[src/rtl/pipeline_hazard_ctrl.sv]
// pipeline_hazard_ctrl
//   Hazard control for a classic 5-stage MIPS-style pipeline. It detects
//   load-use hazards and stalls, flushes the front end on a taken branch
//   resolved in MEM, and selects ALU operand forwarding.
//
//   Build option HAZARD_FORWARD_EN:
//     defined   - EX/MEM and MEM/WB forwarding is enabled; only a load-use
//                 dependency stalls.
//     undefined - forwarding outputs are tied to 00. Any RAW dependency of the
//                 IF/ID instruction on an in-flight write (ID/EX, EX/MEM,
//                 MEM/WB) stalls until every one has drained.
//
//   Ports:
//     clk, reset          clock, asynchronous active-low reset
//     if_id_instr         instruction in IF/ID (rs/rt decoded here)
//     id_ex_*             ID/EX sources, destination, mem_read, reg_write
//     ex_mem_*, mem_wb_*  later-stage destinations and write enables
//     ex_mem_pcsrc        branch taken, resolved in MEM
//     pc_write, if_id_write, id_ex_bubble   stall controls
//     if_id_flush, id_ex_flush, ex_mem_flush branch flush controls
//     forward_a, forward_b  00 regfile, 01 MEM/WB, 10 EX/MEM
//     ctrl_state          00 RUN, 01 STALL, 10 FLUSH
//     stall_cnt, flush_cnt  saturating event counters
module pipeline_hazard_ctrl (
  input  logic        clk,
  input  logic        reset,
  input  logic [31:0] if_id_instr,
  input  logic [4:0]  id_ex_rs,
  input  logic [4:0]  id_ex_rt,
  input  logic [4:0]  id_ex_dest,
  input  logic        id_ex_mem_read,
  input  logic        id_ex_reg_write,
  input  logic [4:0]  ex_mem_dest,
  input  logic        ex_mem_reg_write,
  input  logic [4:0]  mem_wb_dest,
  input  logic        mem_wb_reg_write,
  input  logic        ex_mem_pcsrc,
  output logic        pc_write,
  output logic        if_id_write,
  output logic        id_ex_bubble,
  output logic        if_id_flush,
  output logic        id_ex_flush,
  output logic        ex_mem_flush,
  output logic [1:0]  forward_a,
  output logic [1:0]  forward_b,
  output logic [1:0]  ctrl_state,
  output logic [15:0] stall_cnt,
  output logic [15:0] flush_cnt
);

  typedef enum logic [1:0] {
    StRun   = 2'b00,
    StStall = 2'b01,
    StFlush = 2'b10
  } state_e;

  state_e      state_q, state_d;
  logic [15:0] stall_cnt_q, flush_cnt_q;

  // IF/ID decode: rt is only a source for R-type, beq and sw.
  logic [5:0] opcode;
  logic [4:0] rs, rt;
  logic       rt_src;

  assign opcode = if_id_instr[31:26];
  assign rs     = if_id_instr[25:21];
  assign rt     = if_id_instr[20:16];
  assign rt_src = (opcode == 6'h00) || (opcode == 6'h04) || (opcode == 6'h2B);

  // A zero destination never creates a dependency.
  logic dep_id_ex;
  assign dep_id_ex = (id_ex_dest != 5'd0) &&
                     ((id_ex_dest == rs) || (rt_src && (id_ex_dest == rt)));

  logic hazard;

`ifdef HAZARD_FORWARD_EN
  assign hazard = id_ex_mem_read && dep_id_ex;

  always_comb begin
    forward_a = 2'b00;
    if (reset) begin
      if (ex_mem_reg_write && (ex_mem_dest != 5'd0) && (ex_mem_dest == id_ex_rs)) begin
        forward_a = 2'b10;
      end else if (mem_wb_reg_write && (mem_wb_dest != 5'd0) && (mem_wb_dest == id_ex_rs)) begin
        forward_a = 2'b01;
      end
    end
  end

  always_comb begin
    forward_b = 2'b00;
    if (reset) begin
      if (ex_mem_reg_write && (ex_mem_dest != 5'd0) && (ex_mem_dest == id_ex_rt)) begin
        forward_b = 2'b10;
      end else if (mem_wb_reg_write && (mem_wb_dest != 5'd0) && (mem_wb_dest == id_ex_rt)) begin
        forward_b = 2'b01;
      end
    end
  end

  logic unused_sig;
  assign unused_sig = ^{if_id_instr[15:0], id_ex_reg_write};
`else
  logic dep_ex_mem, dep_mem_wb;
  assign dep_ex_mem = (ex_mem_dest != 5'd0) &&
                      ((ex_mem_dest == rs) || (rt_src && (ex_mem_dest == rt)));
  assign dep_mem_wb = (mem_wb_dest != 5'd0) &&
                      ((mem_wb_dest == rs) || (rt_src && (mem_wb_dest == rt)));

  // Without forwarding every in-flight write to a source must retire first.
  assign hazard = ((id_ex_mem_read || id_ex_reg_write) && dep_id_ex) ||
                  (ex_mem_reg_write && dep_ex_mem) ||
                  (mem_wb_reg_write && dep_mem_wb);

  assign forward_a = 2'b00;
  assign forward_b = 2'b00;

  logic unused_sig;
  assign unused_sig = ^{if_id_instr[15:0], id_ex_rs, id_ex_rt};
`endif

  // Next state and stall/flush controls. The reset gate keeps the pipeline
  // free-running while reset is held, whatever the inputs show.
  always_comb begin
    state_d      = StRun;
    pc_write     = 1'b1;
    if_id_write  = 1'b1;
    id_ex_bubble = 1'b0;
    if_id_flush  = 1'b0;
    id_ex_flush  = 1'b0;
    ex_mem_flush = 1'b0;
    if (reset) begin
      if (ex_mem_pcsrc) begin
        // Taken branch wins over any stall.
        if_id_flush  = 1'b1;
        id_ex_flush  = 1'b1;
        ex_mem_flush = 1'b1;
        state_d      = StFlush;
      end else begin
        case (state_q)
          StFlush: state_d = StRun;  // hazard masked for one cycle
          default: begin             // StRun, StStall and unreachable 2'b11
            if (hazard) begin
              pc_write     = 1'b0;
              if_id_write  = 1'b0;
              id_ex_bubble = 1'b1;
              state_d      = StStall;
            end
          end
        endcase
      end
    end
  end

  always_ff @(posedge clk or negedge reset) begin
    if (!reset) begin
      state_q     <= StRun;
      stall_cnt_q <= 16'd0;
      flush_cnt_q <= 16'd0;
    end else begin
      state_q <= state_d;
      if (id_ex_bubble && (stall_cnt_q != 16'hFFFF)) begin
        stall_cnt_q <= stall_cnt_q + 16'd1;
      end
      if (ex_mem_pcsrc && (flush_cnt_q != 16'hFFFF)) begin
        flush_cnt_q <= flush_cnt_q + 16'd1;
      end
    end
  end

  assign ctrl_state = state_q;
  assign stall_cnt  = stall_cnt_q;
  assign flush_cnt  = flush_cnt_q;

endmodule

[config.mk]
export PLATFORM = sky130hd
export DESIGN_NAME = pipeline_hazard_ctrl
export DESIGN_NICKNAME = d
export VERILOG_FILES = /design/src/rtl/pipeline_hazard_ctrl.sv
export SDC_FILE = /design/constraint.sdc
export NUM_CORES = 1
export LEC_CHECK = 0
export BUFFER_PORTS_ARGS = -buffer_cell sky130_fd_sc_hd__buf_2
export CORE_ASPECT_RATIO = 1.4
export CORE_MARGIN = 2
export CORE_UTILIZATION = 41
export DETAILED_ROUTE_END_ITERATION = 7
export PLACE_DENSITY = 0.77
export SYNTH_ARGS = -nofsm -noshare
export SYNTH_HDL_FRONTEND = slang
export SYNTH_SLANG_ARGS = --single-unit
export TNS_END_PERCENT = 10
[constraint.sdc]
create_clock -name clk -period 1.98 [get_ports clk]
set_clock_uncertainty 0.2 [all_clocks]
set_input_delay 0.099 -clock clk [delete_from_list [all_inputs] [get_ports clk]]
set_output_delay 0.099 -clock clk [all_outputs]
set_load 0.02 [all_outputs]
==> results.md <==
* Grt ovf at 0
* Crit path arrival time at between 1.5 and 2 ns
* Number of vias per cell at 4.978
* Drt drc at 0
* Fin nets at between 400 and 500
* Root buffer cell: clkbuf_8
* CTS Buf Count at 5
* Area Overhead vs Synth at 47.29%
* Asr flop ratio synth at 1.000
* Static leakage at between 1.5 and 2 nW
* Post-synthesis sequential area ratio at 0.4144
* First-pass GRT wire length at roughly 8.6 mm
* R2r worst-path depth at 7
* Max Root-Sink Buffers at 2
* DP Cell Count at around 390
* Crit path to: id_ex_bubble
* CP Max Fanout at 4
* Total number of vias at 2001
* Row cnt at 30
* Clock sink count at 34
* Layout cells sized above 1 at 0.4586
* Number of global-route vias before repair at between 1.5k and 2k
* Crit path time final at 1.995 ns
* Post-DP HPWL at ~4.1 mm
* CTS tree: yes
* # port buffers at 77
* Yosys warning count at 0
* Startpoint types: input pin
* Die width at 63.81 um
* Post-synth EDFFs at 0
* Post-Syn Instances at about 210
* Max VDD drop at 0.0002394 V
* Synth area leader: dfrtp_1
* Hold crit path type: in2async
* Failing checks: negative setup slack
* Crit Reg-Reg Startpoint: stall_cnt[1]$_DFFE_PN0P_
* Final hold viol count at 0
* Final wirelength at between 5 and 6 mm
* Mean Syn Cell Area at 9.685 um^2
* Yosys cell types at 33
* Max Clock Freq at between 500 and 600 MHz
* Die area at 5598 um^2
* Final std cells w/o fill at ~400
* DP Worst Slack at -0.3349 ns
* Gr usage total at 0.1932
* Core area at just under 5000 um^2
* Setup violators final at 4
* Power density over the cells at between 600 and 700 nW/um^2
* Yosys reg bits at 34
* Die span in y at a little under 90 um
* Initial drt markers at 64
* Tot Pwr at ~2.1 mW
* Clock transition at path regs at 0.07 ns
* Fill cell count at approximately 400
* Post-route setup slack at -0.01545 ns
* Per-cell routed wire length at approximately 13 um
* Largest net degree at the start of global routing at 36
* RR Endpoint: stall_cnt[1]$_DFFE_PN0P_
* Max Cap Viol at 0
* Outcome: finished with violations
* Worst setup startpoint: if_id_instr[31]
* Dominant cells by area after synthesis: dfrtp_1 41%, xnor2_1 12%, xor2_1 12%, nand3_1 4.6%, nand2_1 3.7%
* Most frequent cell after synthesis: dfrtp_1
* Post-Syn Area at between 2000 and 2500 um^2
* Diodes inserted at 0
* Fin Hold WS at about 0.21 ns
* Initial antenna violation count at 0
* DR pass1 iterations at 4
* Most frequent cells after synthesis: 34 x dfrtp_1, 28 x xnor2_1, 28 x xor2_1
* Initial core utilization at 0.4240
* Dominant synthesized flop cell: dfrtp_1
* Crit Path Class: in2out
* Flop-to-flop setup slack at roughly 0.05 ns
* Max-slew violations at 0
* RSZ-0062 raised after global routing: true
* Synth top area share at 0.4144
* Worst path required time at between 1.5 and 2 ns
* IO Pins at between 100 and 150
* Critical Path End Type: output port
* H-tree lvl count at 2
* Post-route ant nets at 0
* Final worst path period share at 1.008
* GPL Wtd Cong at 0.8065
* Clk Latency, worst-skew pair at 0.28 ns
state kept, by name (all words and copies together) (netlist names):
signal,flops
flush_cnt,16
stall_cnt,16
ctrl_state,2
cell families after synthesis:
kind of cell               synth area share
AOI/OAI and AO/OA                   0.03230
xor gates and xnor gates             0.2468
adders and majority gates           0.01219
buffers and inverters               0.03656
DFF                                  0.4144
muxes                               0.01645
other                              0.001826
and+or+nand+nor                      0.2395
final cells by class:
cell class	instances	area (um^2)	area share
inverter	3	11.26	0.003724
timing repair buffer	123	754.5	0.2495
clock buffer	8	110.1	0.03641
tap	64	80.08	0.02648
multi-input combinational	170	1214	0.4013
sequential	34	854.6	0.2826
placed cells by master (no fill, tap or decap), drive strengths merged:
master and instances:
o21ai 4, and3 7, a21o 1, nor4 4, xnor2 29, o21a 1
inv 3, or3 2, and2 1, dlygate4sd3 2, nor2 14, mux2 3
buf 121, a31oi 2, and4 1, nand4b 1, nand2 20, o22ai 1
nand2b 3, clkbuf 8, nand3 19, dfrtp 34, nor3b 1, nor3 10
or4 3, xor2 28, conb 4, nand4 9, ha 2
metrics by stage:
stage / utilization / TNS, ns / instance area [um^2]
floorplan: - / -1.280 / 2077
global placement: 0.5724 / -3.035 / 2771
detailed placement: 0.5724 / -3.895 / 2771
CTS: 0.6134 / 0 / 2970
global route: 0.6245 / -0.2794 / 3024
finish: 0.6245 / -0.03297 / 3024
timing repair:
item,CTS,global route
pin swaps,4,8
resized for setup,11,13
buffers inserted,4,1
endpoints found under the hold margin,35,0
endpoints found under the setup margin,7,23
hold buffers,2,0
how the worst min path moves through the flow:
stage	startpoint	to	slack, ns	depth (start not counted)
after global placement	reset	flush_cnt[4]$_DFFE_PN0P_	-0.007	2
after CTS	reset	flush_cnt[2]$_DFFE_PN0P_	0.22	3
after global routing	reset	flush_cnt[0]$_DFFE_PN0P_	0.26	3
after detailed placement	reset	flush_cnt[2]$_DFFE_PN0P_	-0.008	2
after floorplan	reset	ctrl_state[0]$_DFF_PN0_	-0.40	0
final	reset	flush_cnt[2]$_DFFE_PN0P_	0.21	3
critical path, stage by stage:
cell and delay, ns:
buf_6 0.09, or4_4 0.53, o22ai_4 0.17, nand4_1 0.11, a21o_1 0.19, and3_4 0.20
nand2b_4 0.15, inv_2 0.06, buf_6 0.11
report_power, final:
group          switching (mW)  total, mW  internal (mW)  leakage, nW
registers              0.0727      0.851          0.779        0.455
logic                   0.340      0.624          0.283         1.00
clock network           0.242      0.594          0.351       0.0575
total                   0.655       2.07           1.41         1.52
per-layer routing:
| metal | track usage | part of all wire | vias up |
|---|---|---|---|
| li1 | - | - | 968 |
| met4 | 0.07312 | 0.017 | 0 |
| met3 | 0.03985 | 0.064 | 8 |
| met1 | 0.2036 | 0.37 | 935 |
| met5 | 0 | 0 | - |
| met2 | 0.3722 | 0.54 | 90 |
(Power assumes the default switching activity.)
